File: src/rtl/regfile_wr_arbiter.sv
// regfile_wr_arbiter: arbitrates the ALU and load writebacks onto the single register-file write port.
// Loads win by default; a wait counter forces an ALU grant after STARVE_LIMIT consecutive losses.
module regfile_wr_arbiter #(
    parameter int DATA_W       = 64,
    parameter int STARVE_LIMIT = 3
) (
    input  logic              clk,
    input  logic              reset,
    input  logic              hold,
    input  logic              v0,
    input  logic [4:0]        a0,
    input  logic [DATA_W-1:0] d0,
    output logic              r0,
    input  logic              v1,
    input  logic [4:0]        a1,
    input  logic [DATA_W-1:0] d1,
    output logic              r1,
    output logic              wr_en,
    output logic [4:0]        wr_addr,
    output logic [DATA_W-1:0] wr_data,
    output logic              starved
);
    typedef enum logic {NORMAL, FORCE0} state_t;
    localparam logic [2:0] LIM = 3'(STARVE_LIMIT);
    state_t state;
    logic [2:0] w0, w0n;
    logic g1, t0, t1, we0, we1;
    assign g1  = (state == NORMAL) & v1;
    assign r1  = g1 & ~hold & ~reset;
    assign r0  = ~g1 & ~hold & ~reset;
    assign t0  = v0 & r0;
    assign t1  = v1 & r1;
    assign we0 = t0 & (a0 != 5'd31);
    assign we1 = t1 & (a1 != 5'd31);
    assign w0n = w0 + 3'd1;
    always_ff @(posedge clk or posedge reset) begin
        if (reset) begin
            state   <= NORMAL;
            w0      <= '0;
            starved <= 1'b0;
            wr_en   <= 1'b0;
            wr_addr <= '0;
            wr_data <= '0;
        end else begin
            wr_en <= we0 | we1;
            if (we0) begin
                wr_addr <= a0;
                wr_data <= d0;
            end else if (we1) begin
                wr_addr <= a1;
                wr_data <= d1;
            end
            // In NORMAL with both valid, port 0 has lost this cycle; FORCE0 always exits once unheld.
            if (!hold) begin
                if (state == FORCE0 || t0 || !v0) begin
                    state   <= NORMAL;
                    w0      <= '0;
                    starved <= 1'b0;
                end else if (v1) begin
                    w0 <= w0n;
                    if (w0n == LIM) begin
                        state   <= FORCE0;
                        starved <= 1'b1;
                    end
                end
            end
        end
    end
endmodule
File: config.mk
export PLATFORM = sky130hd
export DESIGN_NAME = regfile_wr_arbiter
export DESIGN_NICKNAME = d
export VERILOG_FILES = /design/src/rtl/regfile_wr_arbiter.sv
export SDC_FILE = /design/constraint.sdc
export NUM_CORES = 1
export LEC_CHECK = 0
export ABC_AREA = 1
export CAP_MARGIN = 10
export CORE_MARGIN = 3
export CORE_UTILIZATION = 30
export CTS_BUF_LIST = sky130_fd_sc_hd__clkbuf_4 sky130_fd_sc_hd__clkbuf_8 sky130_fd_sc_hd__clkbuf_16
export DETAILED_ROUTE_END_ITERATION = 16
export PLACE_DENSITY_LB_ADDON = 0.3
export RECOVER_POWER = 100
export SLEW_MARGIN = 20
export SYNTH_ARGS = -nofsm -noshare
export SYNTH_HDL_FRONTEND = slang
export SYNTH_SLANG_ARGS = --single-unit
File: constraint.sdc
create_clock -name clk -period 2.48 [get_ports clk]
set_clock_uncertainty 0.05 [all_clocks]
set_input_delay 0.372 -clock clk [delete_from_list [all_inputs] [get_ports clk]]
set_output_delay 0.372 -clock clk [all_outputs]
set_load 0.03 [all_outputs]
### Word-level counts from Yosys, hierarchy flattened

Cells that the tools add are included.

| operators by class | value |
|---|---|
| add/subtract/negate cells | 1 |
| equal/unequal tests | 3 |
| multiplexer cells | 9 |
| bitwise operators | 14 |
| reduce and logical (&&, ||, !) cells | 8 |

Operator list:

| kind | count |
|---|---|
| $mux 64 | 2 |
| $mux 5 | 2 |
| $ne 5x5->1 const B | 2 |
| $and 1x1->1 | 9 |
| $mux 3 | 2 |
| $reduce_bool 2->1 | 3 |
| $not 1->1 | 4 |
| $add 3x1->3 const B | 1 |
| $eq 3x2->1 const B | 1 |
| $mux 1 | 3 |
| $reduce_and 3->1 | 1 |
| $logic_or 1x1->1 | 2 |
| $reduce_and 2->1 | 1 |
| $logic_not 1->1 | 1 |
| $or 1x1->1 | 1 |

| storage, ports and cells | value |
|---|---|
| register bits after elaboration | 74 |
| bits of input ports | 143 |
| output and inout port bits | 73 |
| word-level logic and storage cells | 40 |

### Depth between registers and ports, before layout

Gate-level depths: netlist of the first run.

| logic depth | value |
|---|---|
| depth in word-level cells | 10 |
| gate-level depth with buffers | 11 |
| depth with buffers taken out | 9 |

### Least setup slack after synthesis of the first run

No wires, ideal clock.

| timing path | value |
|---|---|
| path type | flip-flop to flip-flop |
| start point | reg state |
| end point | reg wr_addr[1] |
| setup time | 117 ps |
| arrival | 1897 ps |
| required time | 2313 ps |
| setup slack | 416 ps |
| cell stages (with the launch flop) | 11 |
| buffers on the path | 2 |
| period minus slack after synthesis | 2064 ps |
| cell sequence | dfrtp_1 > inv_1 > nand2_1 > nor2_1 > nand2_1 > nand2_4 > inv_2 > buf_6 > buf_2 > nand2_1 > nand2_1 |

| on the way | value |
|---|---|
| elaborated cells on any way between the ends | 13 |
| those cells by class | mux (1); bitwise (11); reduce/logical (1) |

RTL lines:

| item | RTL line | source |
|---|---|---|
| start: declaration | 25 | `state_t state;` |
| start signal: assignment | 38 | `state <= NORMAL;` |
| start signal: assignment | 56 | `state <= NORMAL;` |
| start signal: assignment | 62 | `state <= FORCE0;` |
| $not 1->1 | 28 | `assign g1 = (state == NORMAL) & v1;` |
| $and 1x1->1 | 28 |  |
| $and 1x1->1 (2 in a row) | 29 | `assign r1 = g1 & ~hold & ~reset;` |
| named net r1 | 17 | `output logic r1,` |
| $and 1x1->1 | 32 | `assign t1 = v1 & r1;` |
| $and 1x1->1 | 34 | `assign we1 = t1 & (a1 != 5'd31);` |
| $reduce_bool 2->1 (no source line) | -- |  |
| end signal: assignment | 42 | `wr_addr <= '0;` |
| end signal: assignment | 47 | `wr_addr <= a0;` |
| end signal: assignment | 50 | `wr_addr <= a1;` |
| end: declaration | 19 | `output logic [4:0] wr_addr,` |

The timed path passes the listed nets, and every way through them passes these cells.
A chain may end at the register's enable or synchronous reset.

### Worst setup path in the final report of the first run

| timing path | value |
|---|---|
| start point | in v1 |
| end point | out r1 |

| on the way | value |
|---|---|
| longest elaborated chain between the ends | 3 |

RTL lines:

| item | RTL line | source |
|---|---|---|
| start: declaration | 14 | `input logic v1,` |
| $and 1x1->1 | 28 |  |
| $and 1x1->1 (2 in a row) | 29 |  |
| end: declaration | 17 |  |

Every way passes these cells.

==> impl_metrics.json, run 1 <==
{
  "worst_pin_slew_ns": 1.40,
  "grt_pass1_wl_um": 20500,
  "yosys-top-cells-count": "nand2_1, dfrtp_1, nand3_1, buf_2, clkbuf_1",
  "worst-path-max-fanout": 4,
  "syn_area_per_cell_um2": 6.89,
  "worstHoldPathType": "register to register",
  "placement.io_buffers": 215,
  "cts.htree.levels": 3,
  "max-clock-path-buffers": 2,
  "worst_setup_hold_path_clk_slew_ns": 0.05,
  "cpPeakStageDelay_ns": 0.69,
  "ys_seq_area_share_pct": 47.6,
  "power.density_mw_per_mm2": 688,
  "timing.max_slew.rel_slack_pct": 6.30,
  "critPathArrivalTime_ns": 1.91,
  "die_w_um": 120,
  "timing.critical_path.from_type": "input port",
  "synth_top_cell_area_share_pct": 47.6,
  "syn_nets": 710,
  "core.rowCount": 40,
  "antenna_violations_before_repair": 0,
  "ys_ff_latch": 74,
  "synthDominantAreaCellType": "dfrtp_1",
  "design.die.area_mm2": 0.0144,
  "final_cells": 938,
  "most_used_flip_flop_cell_after_synthesis": "dfrtp_1",
  "fin_crit_ns": 2.33,
  "floorplan.io_pins": 216,
  "drt-pass1-iter-count": 4,
  "maxSlewViolCount": 0,
  "synth_area_leaders": "dfrtp_1, nand2_1, nand3_1",
  "total_global_routing_overflow": 0,
  "cts_resized": 0,
  "ys.warnings.count": 0,
  "timing.hold.ws_ns": 0.421,
  "via_count_of_the_first_global_routing_pass": 4163,
  "cts_tree": "done",
  "outcome": "complete, no violations",
  "cp.required_ns": 2.06,
  "initial_core_util_pct": 31.5,
  "netlist_area_mm2": 0.00389,
  "clock_latency_ns": 0.32,
  "power.total_w": 0.00445,
  "worst_ir_drop_vdd_mv": 0.305,
  "place.detailed.hpwl_um": 9190,
  "final.period_utilization_pct": 94.0,
  "layout_overhead_on_the_synthesized_area_pct": 66.3,
  "synth_enable_flop_cells": 0,
  "antenna_cells": 0,
  "clock.fmax_mhz": 429,
  "yosysMostFrequentCell": "nand2_1",
  "finalSetupViolCount": 0,
  "final_layout_size_suffix_gt1_share_pct": 4.29,
  "drtAntennaViolNets": 0,
  "final.setup.tns_ns": 0,
  "hold_viol": 0,
  "drt-total-wl_um": 12500,
  "cts-buffers-inserted": 9,
  "cts.root.buffer_cell": "clkbuf_16",
  "gp_congestion": 0.806,
  "grt_usage_pct": 17.5,
  "wl_per_cell_um": 13.3,
  "detail_route.drc_violations": 0,
  "crit_chain": "dlygate4sd3_1 -> nand2_1 -> nor2_1 -> clkdlybuf4s50_1",
  "core_mm2": 0.0124,
  "detail_route.iter0.violations": 153,
  "ys_async_sr_fraction_pct": 100,
  "grt_max_degree": 70,
  "cts_hold_repair.buffers": 0,
  "critical_path_start_end_classification": "input port to output port",
  "critical_path.endpoint_type": "output port",
  "rsz0062_at_grt": "no",
  "drv.max_cap_violation_count": 0,
  "dp.cells": 922,
  "dieHeight_um": 120,
  "overall_via_count_from_detail_route": 4248,
  "cts.sinks": 74,
  "power.leakage_nw": 3.36,
  "post-cts-setup-buffers": 0,
  "layout.filler_cells": 1185,
  "synthDistinctLibCells": 20,
  "post_synthesis_instance_total": 565,
  "worst_path_max_delay_cell": "clkdlybuf4s50_1",
  "nets": 910,
  "drt-vias-per-instance": 4.53
}
layout by cell type (no fill, tap or decap):
cell / count
xor2_1: 1
clkinv_2: 4
dfrtp_1: 74
xnor2_1: 1
buf_12: 3
nor2_1: 3
clkbuf_2: 2
nand4_1: 2
inv_2: 2
ha_1: 2
bufinv_16: 1
nand2_4: 2
o21ai_0: 2
clkinvlp_4: 1
clkbuf_4: 1
nand3_1: 72
nand2_2: 2
clkbuf_16: 9
clkdlybuf4s50_1: 143
nor2_2: 1
buf_4: 4
a21oi_1: 1
nand2_1: 355
nor2_4: 1
inv_1: 9
dlygate4sd3_1: 72
layout make-up:
cell class / count / area, µm² / share of cell area [%]
Clock inverter: 6 / 57.6 / 0.889
Timing Repair Buffer: 224 / 2250 / 34.8
Inverter: 11 / 41.3 / 0.638
Multi-Input combinational cell: 445 / 1830 / 28.2
Clock buffer: 10 / 233 / 3.60
Tap cell: 168 / 210 / 3.25
Sequential cell: 74 / 1850 / 28.6
power breakdown:
part           total (W)  internal, W  switching [W]
registers        0.00159      0.00146       0.000130
logic            0.00162     0.000672       0.000950
clock network    0.00124     0.000781       0.000461
total            0.00445      0.00291        0.00154
worst max-delay path: cells and delay by family:
family | cells | cell delay (ns)
buffers and inverters | 2 | 1.28
and+or+nand+nor | 2 | 0.26
layer usage:
metal  part of all wire (%)  GRT usage (%)  vias to the layer above
met4                    1.3           5.80                        0
met2                     50           30.3                      149
li1                       -              -                     2143
met1                     42           21.6                     1947
met5                      0              0                        -
met3                    7.4           3.96                        9
sequential cells by signal, indices dropped and copies added (netlist names):
signal and count:
wr_data 64, wr_addr 5, w0 3, state 1, wr_en 1
path summary, 6_finish.rpt:
kind,from,end,slack (ns),depth (start not counted)
max,v1,r1,0.15,4
min reg2reg,wr_data[34]$_DFFE_PP0P_,wr_data[34]$_DFFE_PP0P_,0.42,2
max in group asynchronous,reset,wr_data[5]$_DFFE_PP0P_,0.75,3
max reg2reg,state$_DFFE_PP0P_,wr_data[52]$_DFFE_PP0P_,0.55,8
min in group asynchronous,reset,state$_DFFE_PP0P_,0.76,2
min,wr_data[34]$_DFFE_PP0P_,wr_data[34]$_DFFE_PP0P_,0.42,2
kinds of logic after synthesis:
kind of cell,share of synthesized area [%]
adders and majority gates,0.643
xor gates and xnor gates,0.450
buffers and inverters,5.53
AOI/OAI and AO/OA,0.386
and+or+nand+nor,45.4
DFF,47.6
through the flow:
| step | util (%) | area (µm²) | worst slack [ns] |
|---|---|---|---|
| final | 52.4 | 6470 | 0.150 |
| after global routing | 52.4 | 6470 | 0.0970 |
| after CTS | 52.5 | 6490 | 0.222 |
| after detailed placement | 50.2 | 6200 | 0.229 |
| after global placement | 50.2 | 6200 | 0.244 |
| after floorplan | - | 3890 | 0.176 |
No activity file was read; power rests on OpenSTA's default activity.
==> run 2, diff against run 1 <==
--- a/config.mk
+++ b/config.mk
@@ -6,9 +6,10 @@
 export NUM_CORES = 1
 export LEC_CHECK = 0
 export ABC_AREA = 1
+export ABC_CLOCK_PERIOD_IN_PS = 2480
 export CAP_MARGIN = 10
 export CORE_MARGIN = 3
-export CORE_UTILIZATION = 30
+export CORE_UTILIZATION = 39
 export CTS_BUF_LIST = sky130_fd_sc_hd__clkbuf_4 sky130_fd_sc_hd__clkbuf_8 sky130_fd_sc_hd__clkbuf_16
 export DETAILED_ROUTE_END_ITERATION = 16
 export PLACE_DENSITY_LB_ADDON = 0.3
==> impl_metrics.json, run 2 (synthesized netlist as in run 1, its figures left out) <==
{
  "placement.io_buffers": 215,
  "worst-path-max-fanout": 3,
  "cts_tree": "done",
  "overall_via_count_from_detail_route": 4331,
  "drv.max_cap_violation_count": 1,
  "max-clock-path-buffers": 2,
  "critical_path.endpoint_type": "output port",
  "place.detailed.hpwl_um": 9000,
  "initial_core_util_pct": 41.1,
  "cts_hold_repair.buffers": 0,
  "antenna_violations_before_repair": 0,
  "cts.root.buffer_cell": "clkbuf_8",
  "largest_register_ff_count": 64,
  "post-place-ws_ns": 0.213,
  "worst_path_dominant_cell_family": "buffers and inverters",
  "finalSetupViolCount": 0,
  "post-cts-setup-buffers": 0,
  "grt_max_degree": 75,
  "nets": 910,
  "fin_crit_ns": 2.34,
  "failed_checks": "max-capacitance violations, max-slew violations",
  "layout_top_registers": "wr_data (64), wr_addr (5), w0 (3)",
  "final.setup.tns_ns": 0,
  "drt-total-wl_um": 12300,
  "power.density_mw_per_mm2": 643,
  "gp_congestion": 0.860,
  "final.period_utilization_pct": 94.3,
  "die_w_um": 106,
  "design.die.area_mm2": 0.0112,
  "finish.utilization_pct": 66.7,
  "cp_num_buf_inv": 3,
  "cp.required_ns": 2.06,
  "hold_viol": 0,
  "drt-vias-per-instance": 4.82,
  "core.rowCount": 35,
  "worstHoldPathType": "register to register",
  "power.leakage_nw": 3.29,
  "final_cell_mix": "nand2_1, clkdlybuf4s50_1, dfrtp_1",
  "worst_pin_slew_ns": 1.58,
  "via_count_of_the_first_global_routing_pass": 4256,
  "dieHeight_um": 106,
  "layout_overhead_on_the_synthesized_area_pct": 62.0,
  "antenna_cells": 0,
  "clock_latency_ns": 0.32,
  "outcome": "finished, violations left",
  "final.setup.worst_slack_ns": 0.141,
  "worst_path_max_delay_cell": "dlygate4sd3_1",
  "rsz0062_at_grt": "no",
  "cts-buffers-inserted": 9,
  "drtAntennaViolNets": 0,
  "critPathArrivalTime_ns": 1.92,
  "final_layout_size_suffix_gt1_share_pct": 4.16,
  "cts.htree.levels": 3,
  "grt_pass1_wl_um": 20100,
  "cts.sinks": 74,
  "maxSlewViolCount": 75,
  "worst_setup_hold_path_clk_slew_ns": 0.07,
  "total_global_routing_overflow": 0,
  "crit_chain": "clkdlybuf4s50_1 -> nor2_2 -> nand2_1 -> inv_1 -> dlygate4sd3_1",
  "detail_route.iter0.violations": 247,
  "cpPeakStageDelay_ns": 0.73,
  "mostFrequentLayoutCell": "nand2_1",
  "timing.max_slew.rel_slack_pct": -5.30,
  "clock.fmax_mhz": 427,
  "detail_route.drc_violations": 0,
  "top_register": "wr_data",
  "floorplan.io_pins": 216,
  "timing.critical_path.from_type": "input port",
  "worst_ir_drop_vdd_mv": 0.296,
  "cts_resized": 0,
  "core_mm2": 0.00946,
  "critical_path_start_end_classification": "input port to output port",
  "drt-pass1-iter-count": 4,
  "wl_per_cell_um": 13.6,
  "grt_usage_pct": 21.7
}
## run 2: cell types whose count changed in the layout (fill, tap and decap cells not counted), sizes merged
cell and change:
clkinv -3, clkinvlp +3, buf +1, bufinv -1, clkdlybuf4s50 -1, dlygate4sd3 +1
## run 2: final timing paths
path	cells past startpoint	to	slack (ns)	startpoint
worst max-delay path	5	r0	0.14	hold
worst min register to register	2	wr_data[19]$_DFFE_PP0P_	0.42	wr_data[19]$_DFFE_PP0P_
worst min-delay path	2	wr_data[19]$_DFFE_PP0P_	0.42	wr_data[19]$_DFFE_PP0P_
worst max register to register	9	wr_addr[1]$_DFFE_PP0P_	0.47	state$_DFFE_PP0P_
max in group asynchronous	3	wr_data[45]$_DFFE_PP0P_	0.50	reset
min in group asynchronous	3	wr_data[3]$_DFFE_PP0P_	0.91	reset
## run 2: routing by layer
metal | vias to the layer above | share of wire, % | global-route usage [%]
met2 | 169 | 49 | 37.4
met5 | - | 0 | 0
met3 | 27 | 8.4 | 5.76
li1 | 2147 | - | -
met4 | 0 | 2.4 | 7.31
met1 | 1988 | 40 | 26.1
## run 2: worst register-to-register path, delay by kind of cell (launching register included)
family                 cells  cell delay (ns)
buffers and inverters      2             0.68
flip-flops                 1             0.34
AND/OR/NAND/NOR            7             0.87
## run 2: metrics by stage
| step | cell area [µm²] | hold WS [ns] | std cells | power, W |
|---|---|---|---|---|
| final | 6300 | 0.424 | 899 | 0.00406 |
| after CTS | 6330 | 0.433 | 899 | 0.00420 |
| after global placement | 6150 | 0.411 | 883 | 0.00331 |
| after floorplan | 3890 | 0.448 | 565 | 0.00247 |
| after detailed placement | 6150 | 0.414 | 883 | 0.00334 |
| after global routing | 6300 | 0.444 | 899 | 0.00428 |
## run 2: layout make-up
| class | instances | area [µm²] |
|---|---|---|
| tap | 129 | 161 |
| fill | 831 | 3150 |
| clock inverter | 5 | 38.8 |
| sequential | 74 | 1850 |
| inverter | 11 | 41.3 |
| clock buffer | 11 | 145 |
| timing repair buffer | 224 | 2240 |
| multi-input combinational | 445 | 1820 |
## run 2: power by group
part | total [W] | leakage [nW] | switching, W | internal, W
sequential | 0.00158 | 0.928 | 0.000125 | 0.00145
clock | 0.000849 | 0.0816 | 0.000444 | 0.000406
combinational | 0.00163 | 2.28 | 0.000958 | 0.000673
total | 0.00406 | 3.29 | 0.00153 | 0.00253
==> run 3, diff against run 2 <==
--- a/config.mk
+++ b/config.mk
@@ -5,13 +5,13 @@
 export SDC_FILE = /design/constraint.sdc
 export NUM_CORES = 1
 export LEC_CHECK = 0
-export ABC_AREA = 1
 export ABC_CLOCK_PERIOD_IN_PS = 2480
 export CAP_MARGIN = 10
 export CORE_MARGIN = 3
 export CORE_UTILIZATION = 39
 export CTS_BUF_LIST = sky130_fd_sc_hd__clkbuf_4 sky130_fd_sc_hd__clkbuf_8 sky130_fd_sc_hd__clkbuf_16
 export DETAILED_ROUTE_END_ITERATION = 16
+export GPL_TIMING_DRIVEN = 0
 export PLACE_DENSITY_LB_ADDON = 0.3
 export RECOVER_POWER = 100
 export SLEW_MARGIN = 20
==> impl_metrics.json, run 3 <==
{
  "r2r_setup_slack_ns": 0.11,
  "timing.critical_path.from_type": "register",
  "cp_num_buf_inv": 3,
  "worst_path_most_repeated_cell": "mux2_2",
  "cts.htree.levels": 3,
  "top_register": "wr_data",
  "synthDistinctLibCells": 31,
  "initial_core_util_pct": 40.8,
  "dieHeight_um": 105,
  "fin_crit_ns": 2.37,
  "critical_path_start_end_classification": "register to register",
  "worstReg2RegStart": "state$_DFFE_PP0P_",
  "drv.max_cap_violation_count": 0,
  "yosys-top-cells-count": "mux2_2, dfrtp_1, mux2_4, inv_1, clkbuf_1",
  "layout_overhead_on_the_synthesized_area_pct": 67.6,
  "design.die.area_mm2": 0.0111,
  "worst_setup_hold_path_clk_slew_ns": 0.09,
  "final_layout_size_suffix_gt1_share_pct": 28.0,
  "drt-pass1-iter-count": 4,
  "cpPeakStageDelay_ns": 0.52,
  "cp.required_ns": 2.65,
  "final_cell_mix": "clkdlybuf4s50_1, mux2_2, dfrtp_1",
  "floorplan.io_pins": 216,
  "dp.cells": 618,
  "gp_congestion": 0.777,
  "cts_hold_repair.buffers": 0,
  "critical_path.endpoint_type": "register",
  "nets": 650,
  "synth_top_cell_area_share_pct": 48.2,
  "power.density_mw_per_mm2": 720,
  "final.period_utilization_pct": 95.4,
  "yosysMostFrequentCell": "mux2_2",
  "grt_pass1_wl_um": 17500,
  "netlist_area_mm2": 0.00384,
  "rsz0062_at_grt": "no",
  "final.setup.worst_slack_ns": 0.114,
  "post_synthesis_instance_total": 272,
  "clock_latency_ns": 0.34,
  "maxSlewViolCount": 0,
  "critPathArrivalTime_ns": 2.53,
  "final_cells": 639,
  "post_dp_cell_area_mm2": 0.00625,
  "most_used_flip_flop_cell_after_synthesis": "dfrtp_1",
  "finalSetupViolCount": 0,
  "outcome": "complete, no violations",
  "drt-vias-per-instance": 4.88,
  "post-place-ws_ns": -0.775,
  "power.leakage_nw": 2.70,
  "wl_per_cell_um": 17.5,
  "die_w_um": 105,
  "via_count_of_the_first_global_routing_pass": 3299,
  "ys_async_sr_fraction_pct": 100,
  "worstHoldPathType": "input port to async pin",
  "synth_area_leaders": "dfrtp_1, mux2_2, mux2_4",
  "syn_nets": 417,
  "cts-buffers-inserted": 9,
  "worst_path_max_delay_cell": "or4b_1",
  "worst-r2r-cell-count": 7,
  "power.total_w": 0.00463,
  "core_mm2": 0.00942,
  "largest_register_ff_count": 64,
  "synth_enable_flop_cells": 0,
  "clock.fmax_mhz": 423,
  "ys_ff_latch": 74,
  "ys_seq_area_share_pct": 48.2,
  "worst_ir_drop_vdd_mv": 0.483,
  "synthDominantAreaCellType": "dfrtp_1",
  "max-clock-path-buffers": 2,
  "mostFrequentLayoutCell": "clkdlybuf4s50_1",
  "hold_viol": 0,
  "antenna_cells": 0,
  "drtAntennaViolNets": 0,
  "worst_path_dominant_cell_family": "multiplexers",
  "core.rowCount": 35,
  "syn_area_per_cell_um2": 14.1,
  "ys.warnings.count": 0,
  "place.detailed.hpwl_um": 8720,
  "placement.io_buffers": 215,
  "drt-total-wl_um": 11200,
  "worst-path-max-fanout": 10,
  "crit_chain": "or4b_1 -> clkbuf_4 -> a21oi_4 -> buf_12 -> buf_6 -> mux2_2 -> mux2_2",
  "detail_route.drc_violations": 0,
  "cts.sinks": 74,
  "crit-reg2reg-capture": "wr_data[4]$_DFFE_PP0P_",
  "worst_pin_slew_ns": 1.12,
  "cts_tree": "done",
  "grt_max_degree": 34,
  "finish.utilization_pct": 68.3,
  "layout_top_registers": "wr_data (64), wr_addr (5), w0 (3)",
  "overall_via_count_from_detail_route": 3121,
  "grt_usage_pct": 20.1,
  "detail_route.iter0.violations": 101,
  "timing.max_slew.rel_slack_pct": 25.1,
  "antenna_violations_before_repair": 0,
  "cts.root.buffer_cell": "clkbuf_8",
  "total_global_routing_overflow": 0,
  "finish.instance_area_mm2": 0.00643
}
==> run 3: changes by cell type after synthesis, sizes merged, moves of 3 or more <==
cell,before,now
a21oi,1,5
a31oi,0,3
and3,0,4
buf,25,9
clkbuf,10,6
mux2,0,128
mux2i,0,4
nand2,359,3
nand3,72,1
nor2,5,2
o21ai,2,5
o22ai,0,4
==> run 3: where the power goes <==
part | switching, W | internal [W]
Sequential | 0.000120 | 0.00147
Combinational | 0.000921 | 0.000937
Clock | 0.000463 | 0.000722
==> run 3: routing by layer <==
metal / vias up / GRT usage [%] / share of wire [%]
met4: 0 / 6.19 / 1.9
met2: 145 / 33.3 / 50
met1: 1499 / 25.0 / 41
met3: 21 / 6.61 / 7.6
li1: 1456 / - / -
met5: - / 0 / 0
==> run 3: timing repair <==
action | 4_1_cts | 5_1_grt
resized for setup | 8 | 8
setup buffers | 2 | 1
cloned | 1 | 1
setup endpoints to repair | 72 | 29
==> run 3: final cells by class <==
class                           count  area [µm²]
Fill cell                         733        2980
Buffer                             15         135
Tap cell                          129         161
Multi-Input combinational cell    174        1790
Inverter                            9        35.0
Timing Repair Buffer              221        2210
Timing Repair inverter              1        5.00
Clock inverter                      4        98.8
Sequential cell                    74        1850
Clock buffer                       12         153
==> run 3: logic make-up after synthesis <==
group | synth area share (%)
multiplexers | 41.3
flip-flops | 48.2
buffers and inverters | 3.49
AO/OA/AOI/OAI | 3.46
AND/OR/NAND/NOR | 2.61
adder cells (fa/ha/maj) | 0.652
XOR/XNOR | 0.228
==> run 3: metrics by stage <==
stage	setup TNS (ns)	hold slack, ns
finish	0	0.270
global route	0	0.280
CTS	0	0.244
detailed placement	-44.53	0.487
global placement	-108.38	0.459
floorplan	-4.32	0.420
==> run 3: worst max-delay path by stage <==
stage | end | cells past startpoint | startpoint
after floorplan | wr_data[0]$_DFFE_PP0P_ | 6 | reset
after global placement | r0 | 4 | reset
after detailed placement | r0 | 5 | reset
after CTS | wr_data[27]$_DFFE_PP0P_ | 7 | v1
after global routing | wr_data[4]$_DFFE_PP0P_ | 7 | state$_DFFE_PP0P_
final | wr_data[4]$_DFFE_PP0P_ | 7 | state$_DFFE_PP0P_
